### src/rtl/qrd_boundary_cell_lambda.sv
`default_nettype none
// ============================================================================
// Module      : qrd_boundary_cell_lambda
// Description : QRD-RLS boundary cell with a forgetting factor. It holds the
//               diagonal element r. For each accepted sample x it computes
//               r' = sqrt((lambda*r)^2 + x^2), c = lambda*r/r' and s = x/r'.
//               A bit-serial square root and two lockstep restoring dividers
//               do the arithmetic, so latency is constant.
// Revision    : 1.0 - initial release
// ============================================================================
module qrd_boundary_cell_lambda #(
  parameter int W      = 16,
  parameter int FRAC   = 12,
  parameter int LAMBDA = 4096
) (
  input  logic         clk,
  input  logic         rst,
  input  logic         in_valid,
  output logic         in_ready,
  input  logic [W-1:0] x_in,
  input  logic         clear_in,
  output logic         out_valid,
  input  logic         out_ready,
  output logic [W-1:0] c_out,
  output logic [W-1:0] s_out,
  output logic [W-1:0] r_out,
  output logic         sat
);

  localparam int QW = FRAC + 2;           // quotient bits produced by DIV
  localparam int DW = W + FRAC + 1;       // divider partial-remainder width
  localparam int CW = $clog2(W + 1);      // iteration counter width
  localparam logic [W-1:0]  C_ONE  = W'(2 ** FRAC);
  localparam logic [QW-1:0] C_QONE = QW'(2 ** FRAC);
  localparam logic [W-1:0]  C_RMAX = {1'b0, {(W-1){1'b1}}};

  typedef enum logic [2:0] {
    S_IDLE   = 3'd0,
    S_SQUARE = 3'd1,
    S_SQRT   = 3'd2,
    S_DIV    = 3'd3,
    S_OUT    = 3'd4
  } state_t;

  state_t          state_q, state_d;
  logic [W-1:0]    x_q, x_d, r_q, r_d, a_q, a_d, ax_q, ax_d;
  logic            clr_q, clr_d, satp_q, satp_d;
  logic [2*W-1:0]  sum_q, sum_d;
  logic [W:0]      rem_q, rem_d;
  logic [W-1:0]    root_q, root_d, rn_q, rn_d;
  logic [DW-1:0]   cr_q, cr_d, sr_q, sr_d, dvs_q, dvs_d;
  logic [QW-2:0]   qc_q, qc_d, qs_q, qs_d;
  logic [CW-1:0]   cnt_q, cnt_d;
  logic [W-1:0]    c_q, c_d, s_q, s_d, ro_q, ro_d;
  logic            sat_q, sat_d;

  // Squaring stage: lambda*r_eff and |x|, where |-2^(W-1)| = 2^(W-1) as unsigned
  logic [W-1:0]    w_r_eff, w_a, w_ax;
  logic [2*W-1:0]  w_sum;
  assign w_r_eff = clr_q ? '0 : r_q;
  assign w_a     = W'(({{W{1'b0}}, W'(LAMBDA)} * {{W{1'b0}}, w_r_eff}) >> FRAC);
  assign w_ax    = x_q[W-1] ? (~x_q + W'(1)) : x_q;
  assign w_sum   = {{W{1'b0}}, w_a} * {{W{1'b0}}, w_a}
                 + {{W{1'b0}}, w_ax} * {{W{1'b0}}, w_ax};

  // One restoring square-root step: bring down two radicand bits, try root*4+1
  logic [W+2:0]    w_rem_sh, w_trial;
  logic            w_rt_ge;
  logic [W:0]      w_rem_nx;
  logic [W-1:0]    w_root_nx, w_rn;
  assign w_rem_sh  = {rem_q, sum_q[2*W-1 -: 2]};
  assign w_trial   = {1'b0, root_q, 2'b01};
  assign w_rt_ge   = (w_rem_sh >= w_trial);
  assign w_rem_nx  = w_rt_ge ? (W+1)'(w_rem_sh - w_trial) : w_rem_sh[W:0];
  assign w_root_nx = {root_q[W-2:0], w_rt_ge};
  assign w_rn      = w_root_nx[W-1] ? C_RMAX : w_root_nx;

  // One restoring division step for each divider; the divisor shifts right.
  // Both numerators are at most rn+1, so QW quotient bits never overflow.
  logic            w_c_ge, w_s_ge;
  logic [DW-1:0]   w_cr_nx, w_sr_nx;
  logic [QW-1:0]   w_qc_nx, w_qs_nx, w_qc_cl, w_qs_cl;
  logic [W-1:0]    w_c_fin, w_s_mag, w_s_fin;
  assign w_c_ge  = (cr_q >= dvs_q);
  assign w_s_ge  = (sr_q >= dvs_q);
  assign w_cr_nx = w_c_ge ? (cr_q - dvs_q) : cr_q;
  assign w_sr_nx = w_s_ge ? (sr_q - dvs_q) : sr_q;
  assign w_qc_nx = {qc_q, w_c_ge};
  assign w_qs_nx = {qs_q, w_s_ge};
  assign w_qc_cl = (w_qc_nx > C_QONE) ? C_QONE : w_qc_nx;
  assign w_qs_cl = (w_qs_nx > C_QONE) ? C_QONE : w_qs_nx;
  // A zero root means a zero vector: rotate by identity (c=1, s=0)
  assign w_c_fin = (rn_q == '0) ? C_ONE : W'(w_qc_cl);
  assign w_s_mag = (rn_q == '0) ? '0 : W'(w_qs_cl);
  assign w_s_fin = x_q[W-1] ? (-w_s_mag) : w_s_mag;

  // Next-state and datapath update; every register holds unless its stage acts
  always_comb begin
    state_d = state_q;
    x_d = x_q; clr_d = clr_q; r_d = r_q; a_d = a_q; ax_d = ax_q;
    sum_d = sum_q; rem_d = rem_q; root_d = root_q; rn_d = rn_q; satp_d = satp_q;
    cr_d = cr_q; sr_d = sr_q; dvs_d = dvs_q; qc_d = qc_q; qs_d = qs_q;
    cnt_d = cnt_q;
    c_d = c_q; s_d = s_q; ro_d = ro_q; sat_d = sat_q;
    in_ready  = (state_q == S_IDLE);
    out_valid = (state_q == S_OUT);
    case (state_q)
      S_IDLE: begin
        if (in_valid) begin
          x_d     = x_in;
          clr_d   = clear_in;
          state_d = S_SQUARE;
        end
      end
      S_SQUARE: begin
        a_d     = w_a;
        ax_d    = w_ax;
        sum_d   = w_sum;
        rem_d   = '0;
        root_d  = '0;
        cnt_d   = '0;
        state_d = S_SQRT;
      end
      S_SQRT: begin
        sum_d  = sum_q << 2;
        rem_d  = w_rem_nx;
        root_d = w_root_nx;
        cnt_d  = cnt_q + CW'(1);
        if (cnt_q == CW'(W - 1)) begin
          rn_d    = w_rn;
          satp_d  = w_root_nx[W-1];
          cr_d    = {1'b0, a_q,  {FRAC{1'b0}}};
          sr_d    = {1'b0, ax_q, {FRAC{1'b0}}};
          dvs_d   = {w_rn, {(FRAC+1){1'b0}}};
          qc_d    = '0;
          qs_d    = '0;
          cnt_d   = '0;
          state_d = S_DIV;
        end
      end
      S_DIV: begin
        cr_d  = w_cr_nx;
        sr_d  = w_sr_nx;
        qc_d  = w_qc_nx[QW-2:0];
        qs_d  = w_qs_nx[QW-2:0];
        dvs_d = dvs_q >> 1;
        cnt_d = cnt_q + CW'(1);
        if (cnt_q == CW'(FRAC + 1)) begin
          c_d     = w_c_fin;
          s_d     = w_s_fin;
          ro_d    = rn_q;
          sat_d   = satp_q;
          r_d     = rn_q;
          state_d = S_OUT;
        end
      end
      S_OUT: begin
        if (out_ready) state_d = S_IDLE;
      end
      default: state_d = S_IDLE;
    endcase
  end

  // State and datapath registers with asynchronous clear
  always_ff @(posedge clk or posedge rst) begin
    if (rst) begin
      state_q <= S_IDLE;
      x_q <= '0; clr_q <= 1'b0; r_q <= '0; a_q <= '0; ax_q <= '0;
      sum_q <= '0; rem_q <= '0; root_q <= '0; rn_q <= '0; satp_q <= 1'b0;
      cr_q <= '0; sr_q <= '0; dvs_q <= '0; qc_q <= '0; qs_q <= '0;
      cnt_q <= '0;
      c_q <= '0; s_q <= '0; ro_q <= '0; sat_q <= 1'b0;
    end else begin
      state_q <= state_d;
      x_q <= x_d; clr_q <= clr_d; r_q <= r_d; a_q <= a_d; ax_q <= ax_d;
      sum_q <= sum_d; rem_q <= rem_d; root_q <= root_d; rn_q <= rn_d; satp_q <= satp_d;
      cr_q <= cr_d; sr_q <= sr_d; dvs_q <= dvs_d; qc_q <= qc_d; qs_q <= qs_d;
      cnt_q <= cnt_d;
      c_q <= c_d; s_q <= s_d; ro_q <= ro_d; sat_q <= sat_d;
    end
  end

  assign c_out = c_q;
  assign s_out = s_q;
  assign r_out = ro_q;
  assign sat   = sat_q;

endmodule
`default_nettype wire
### config.mk
export PLATFORM = sky130hd
export DESIGN_NAME = qrd_boundary_cell_lambda
export DESIGN_NICKNAME = d
export VERILOG_FILES = /design/src/rtl/qrd_boundary_cell_lambda.sv
export SDC_FILE = /design/constraint.sdc
export NUM_CORES = 2
export LEC_CHECK = 0
export CAP_MARGIN = 20
export CELL_PAD_IN_SITES_DETAIL_PLACEMENT = 0
export CELL_PAD_IN_SITES_GLOBAL_PLACEMENT = 2
export CORE_UTILIZATION = 38
export CTS_CLUSTER_SIZE = 14
export DETAILED_ROUTE_END_ITERATION = 8
export GPL_TIMING_DRIVEN = 0
export PLACE_DENSITY_LB_ADDON = 0.05
export REMOVE_ABC_BUFFERS = 1
export SETUP_SLACK_MARGIN = 0.05
export SLEW_MARGIN = 25
export SYNTH_ARGS = -nofsm -noshare
export SYNTH_HDL_FRONTEND = slang
export SYNTH_SLANG_ARGS = --single-unit
### constraint.sdc
create_clock -name clk -period 9.75 [get_ports clk]
set_input_delay 0.975 -clock clk [delete_from_list [all_inputs] [get_ports clk]]
set_output_delay 0.975 -clock clk [all_outputs]
set_load 0.01 [all_outputs]
# After elaboration in Yosys (flattened, before gate mapping)
# Index checks and enable logic that the tools add are counted.
# Widths: inputs -> output; s select.
# totals
regBits,301
elab_cells,89
# classes
mux,30
reduce_logical,12
n_lt_le_gt_ge,5
bitwise,1
eq_ne,12
n_addsub,7
n_mul,2
# ops
op,n
$pmux 29 s2,3
$mux 29,5
$mul 16x16->32,2
$pmux 32 s2,1
$ge 29x29->1,2
$sub 29x29->29,2
$mux 14,4
$pmux 13 s2,2
$mux 16,3
$pmux 17 s2,1
$add 32x32->32,1
$pmux 16 s2,1
$gt 14x13->1 const B,2
$ge 19x18->1,1
$mux 17,1
$sub 17x17->17,1
$add 16x1->16 const B,1
$logic_not 16->1,1
$neg 14->16,1
$not 16->16,1
$mux 15,1
$pmux 3 s5,1
$pmux 5 s3,1
$mux 13,1
other kinds (15),29

# Logic depth before layout (Yosys ltp)
# depth
depth_word,6
ltp_mapped,33
mapped_depth_nobuf,32

# Worst setup path after synthesis
# No wires, ideal clock.
# synth_path
path_type,register to register
from,reg x_q[0]
to,reg sum_q[31]
stages_incl_launch_ff,30
setup_time_ns,0.129
n_path_buf,1
arrival_ns,8.120
t_required_ns,9.621
path_slack_ns,1.501
cell_sequence,dfrtp_1 inv_2 clkbuf_1 ha_1 nand3b_1 o31ai_1 xor2_1 clkinv_1 nand2_1 fa_1 fa_1 inv_1 fa_1 inv_1 fa_1 inv_1 fa_1 fa_1 fa_1 fa_1 ha_1 and3_1 and2_1 a211oi_1 o21bai_1 a41oi_1 o311ai_0 o31ai_1 xnor2_1 o21ai_1
# synth_via
elab_chain_len,6
# synth_lines
element,line,text
start: declaration,46,"logic [W-1:0] x_q, x_d, r_q, r_d, a_q, a_d, ax_q, ax_d;"
start signal: assignment,168,x_q <= '0; clr_q <= 1'b0; r_q <= '0; a_q <= '0; ax_q <= '0;
start signal: assignment,175,x_q <= x_d; clr_q <= clr_d; r_q <= r_d; a_q <= a_d; ax_q <= ax_d;
$not 16->16,62,assign w_ax = x_q[W-1] ? (~x_q + W'(1)) : x_q;
$add 16x1->16,62,
$mux 16,62,
net w_ax[8],58,"logic [W-1:0] w_r_eff, w_a, w_ax;"
$mul 16x16->32,64,"+ {{W{1'b0}}, w_ax} * {{W{1'b0}}, w_ax};"
$add 32x32->32,64,
$pmux 32 s2,107,case (state_q)
end signal: assignment,176,sum_q <= sum_d; rem_q <= rem_d; root_q <= root_d; rn_q <= rn_d; satp_q <= satp_d;
end: declaration,48,"logic [2*W-1:0] sum_q, sum_d;"
# The timed path passes the listed nets, and every way through them passes these cells.
# A chain may end at the register's enable or synchronous reset.

# Worst setup path in the final report
# Same ends and word-level chain as after synthesis.

==> flow_summary.toml <==
[run_status]
outcome = "complete, no violations"

[detailed_routing]
dr.pass1.iters = 6
num_vias = 21700
wl_per_cell_um = 19.6
drt_iter0_markers = 1216
drc = 0
drt_wl_total_um = 83100
viasPerCell = 5.12
antenna_left = 0

[floorplanning]
ios = 72
die_width_um = 279
row_count = 101
die_area_um2 = 78000
initial_utilization_pct = 38.4
coreArea_um2 = 76100
fp.dieH_um = 279

[flow_run]
max_cap_violations = 0

[logic_synthesis]
syn_avg_cell_area_um2 = 9.36
ys_ff_latch = 295
synth_area_um2 = 29200
synth_flop_cell = "dfrtp_1"
ys_warn_count = 0
synthCells = 3122
ys_seq_area_share_pct = 25.3
synth.distinct_cells = 77
synth_edf_count = 0
postSynth.asyncResetShare_pct = 100

[clock_network]
root_buffer = "clkbuf_16"
clkLatencyLatePin_ps = 590
cts_tree = "yes"
cts_buffer_depth = 3
numCtsBuffers = 41
clk_pin_slew_ps = 60
cts_max_level = 2
cts_sinks = 295

[critical_path]
cp-startpoint = "x_q[0]"
cp.required_ps = 10200
arrival_ps = 9700
critPathMaxStageDelay_ps = 570
path_common_cell = "fa_1"
cp_max_fo = 18
cpMaxStageDelayCell = "o31ai_1"
crit-reg2reg-launch = "x_q[0]"
critical_path_class = "reg2reg"
setup.worst_path.start_class = "flop"
end_kind = "flop"

[sta]
fin_crit_sh_pct = 94.8
setup_viol = 0
fin_skew_ps = 18.0
worstMarginPinSlew_ps = 1070
clock.fmax_mhz = 108
hold_ws_ps = 470
tns_ps = 0
min_period_ps = 9250
relSlewSlack_pct = 28.7
drv_slew = 0
rsz0062_at_grt = "false"
final-hold-violation-count = 0

[cells_and_area]
insertedDiodeCount = 0
synthToLayoutAreaGrowth_pct = 13.7
final_cell_mix = "inv_1 (512), nand2_1 (384), fa_1 (356), dfrtp_1 (293), ha_1 (256)"
fin_cells = 4233
n_fill_cell = 7507
final_layout_size_suffix_gt1_share_pct = 6.28
utilization_pct = 43.7
finalNetCount = 3803
layout_commonest_cell = "inv_1"

[global_route]
grt_pass1_vias = 23300
grt_max_degree = 87
grtUsageTotal_pct = 22.3
grt_pass1_wl_um = 135000
overflow = 0
antenna_found_initial = 3

[placed_design]
gp_congestion = 0.844
placed_cells = 4142
io_buffers = 68
hpwl_um = 66700

[hold_path]
min-delay-start = "ax_q[5]"
hp-class = "reg2reg"
==> repair_timing <==
| item | in CTS | in global routing |
|---|---|---|
| gates resized for setup | 9 | 8 |
| setup buffers | 12 | 3 |
| hold endpoints to repair | 0 | 0 |
| hold buffers | 0 | 0 |
| pin swaps | 4 | 2 |
| setup endpoints to repair | 15 | 10 |
==> final timing paths <==
| path | slack [ps] | cells past startpoint | end |
|---|---|---|---|
| setup / recovery | 500 | 28 | sum_q[31] |
| hold / removal | 470 | 2 | ax_q[5] |
| setup reg to reg | 500 | 28 | sum_q[31] |
| hold reg to reg | 470 | 2 | ax_q[5] |
| max in group asynchronous | 7570 | 4 | x_q[15] |
| min in group asynchronous | 840 | 2 | state_q[2] |
==> area by class of cell <==
class | count | area [µm²] | share of cell area [%]
multi-input combinational | 2200 | 19800 | 59.5
sequential | 295 | 7380 | 22.2
inverter | 521 | 1970 | 5.94
timing repair buffer | 111 | 1310 | 3.93
tap | 1030 | 1290 | 3.88
clock buffer | 54 | 1160 | 3.51
clock inverter | 22 | 324 | 0.975
==> cell families (layout without fill, tap and decap cells) <==
| family | Yosys count | after routing | synth area share [%] |
|---|---|---|---|
| AND/OR/NAND/NOR | 804 | 804 | 12.3 |
| buffers and inverters | 639 | 708 | 8.31 |
| adder cells (fa/ha/maj) | 612 | 612 | 35.3 |
| AO/OA/AOI/OAI | 610 | 610 | 13.7 |
| flip-flops | 295 | 295 | 25.3 |
| XOR/XNOR | 123 | 123 | 3.74 |
| multiplexers | 37 | 37 | 1.35 |
| other | 2 | 14 | 0.0257 |
==> worst max-delay path: cells and delay by family, from the launching register on <==
family                   cells  cell delay (ps)
AND/OR/NAND/NOR              4              740
adder cells (fa/ha/maj)     10             4620
flip-flops                   1              550
buffers and inverters        5              660
XOR/XNOR                     2              430
AO/OA/AOI/OAI                7             2090
==> cell usage after synthesis, types with 12 or more instances <==
cell	number	share of area, %
inv_1	514	6.6
nand2_1	388	5.0
fa_1	356	24
dfrtp_1	295	25
ha_1	256	11
nor2_1	178	2.3
o21ai_0	171	2.9
a21oi_1	116	2.0
clkbuf_1	101	1.3
xnor2_1	66	2.0
a21o_1	65	1.7
and2_1	59	1.3
xor2_1	55	1.6
a22o_1	42	1.3
nand3_1	31	0.53
a22oi_1	29	0.74
nor3_1	26	0.45
a31oi_1	24	0.51
o31ai_1	24	0.62
nor2b_1	22	0.47
nand2b_1	21	0.45
mux2_2	20	0.77
o21a_1	18	0.46
a211oi_1	17	0.44
mux2i_1	17	0.58
a221o_1	16	0.55
nand4_1	14	0.30
and3_1	13	0.28
or3_1	12	0.26
==> per-layer routing <==
layer	routed length [µm]	track usage (%)	share of wire [%]	vias to the layer above
li1	-	-	-	10300
met1	38300	30.8	46	10900
met2	39500	36.8	48	367
met3	2560	2.28	3.1	115
met4	2750	7.07	3.3	0
met5	0	0	0	-
==> metrics by stage <==
| step | setup WS (ps) | area [µm²] |
|---|---|---|
| floorplan | 628 | 28800 |
| global placement | -4020 | 30800 |
| detailed placement | -801 | 31500 |
| CTS | 66.3 | 33200 |
| global route | 73.3 | 33200 |
| finish | 505 | 33200 |
==> state kept, by name (all words and copies together), names as in the netlist, 15 cells and up <==
register  count
root_q       16
s_out        16
r_out        15
rem_q        17
cr_q         29
sum_q        32
x_q          16
dvs_q        28
ax_q         16
sr_q         29
a_q          15
rn_q         15
Power is not shown: default switching activity piles up to over one toggle a cycle in this logic, so the estimate is an artifact.
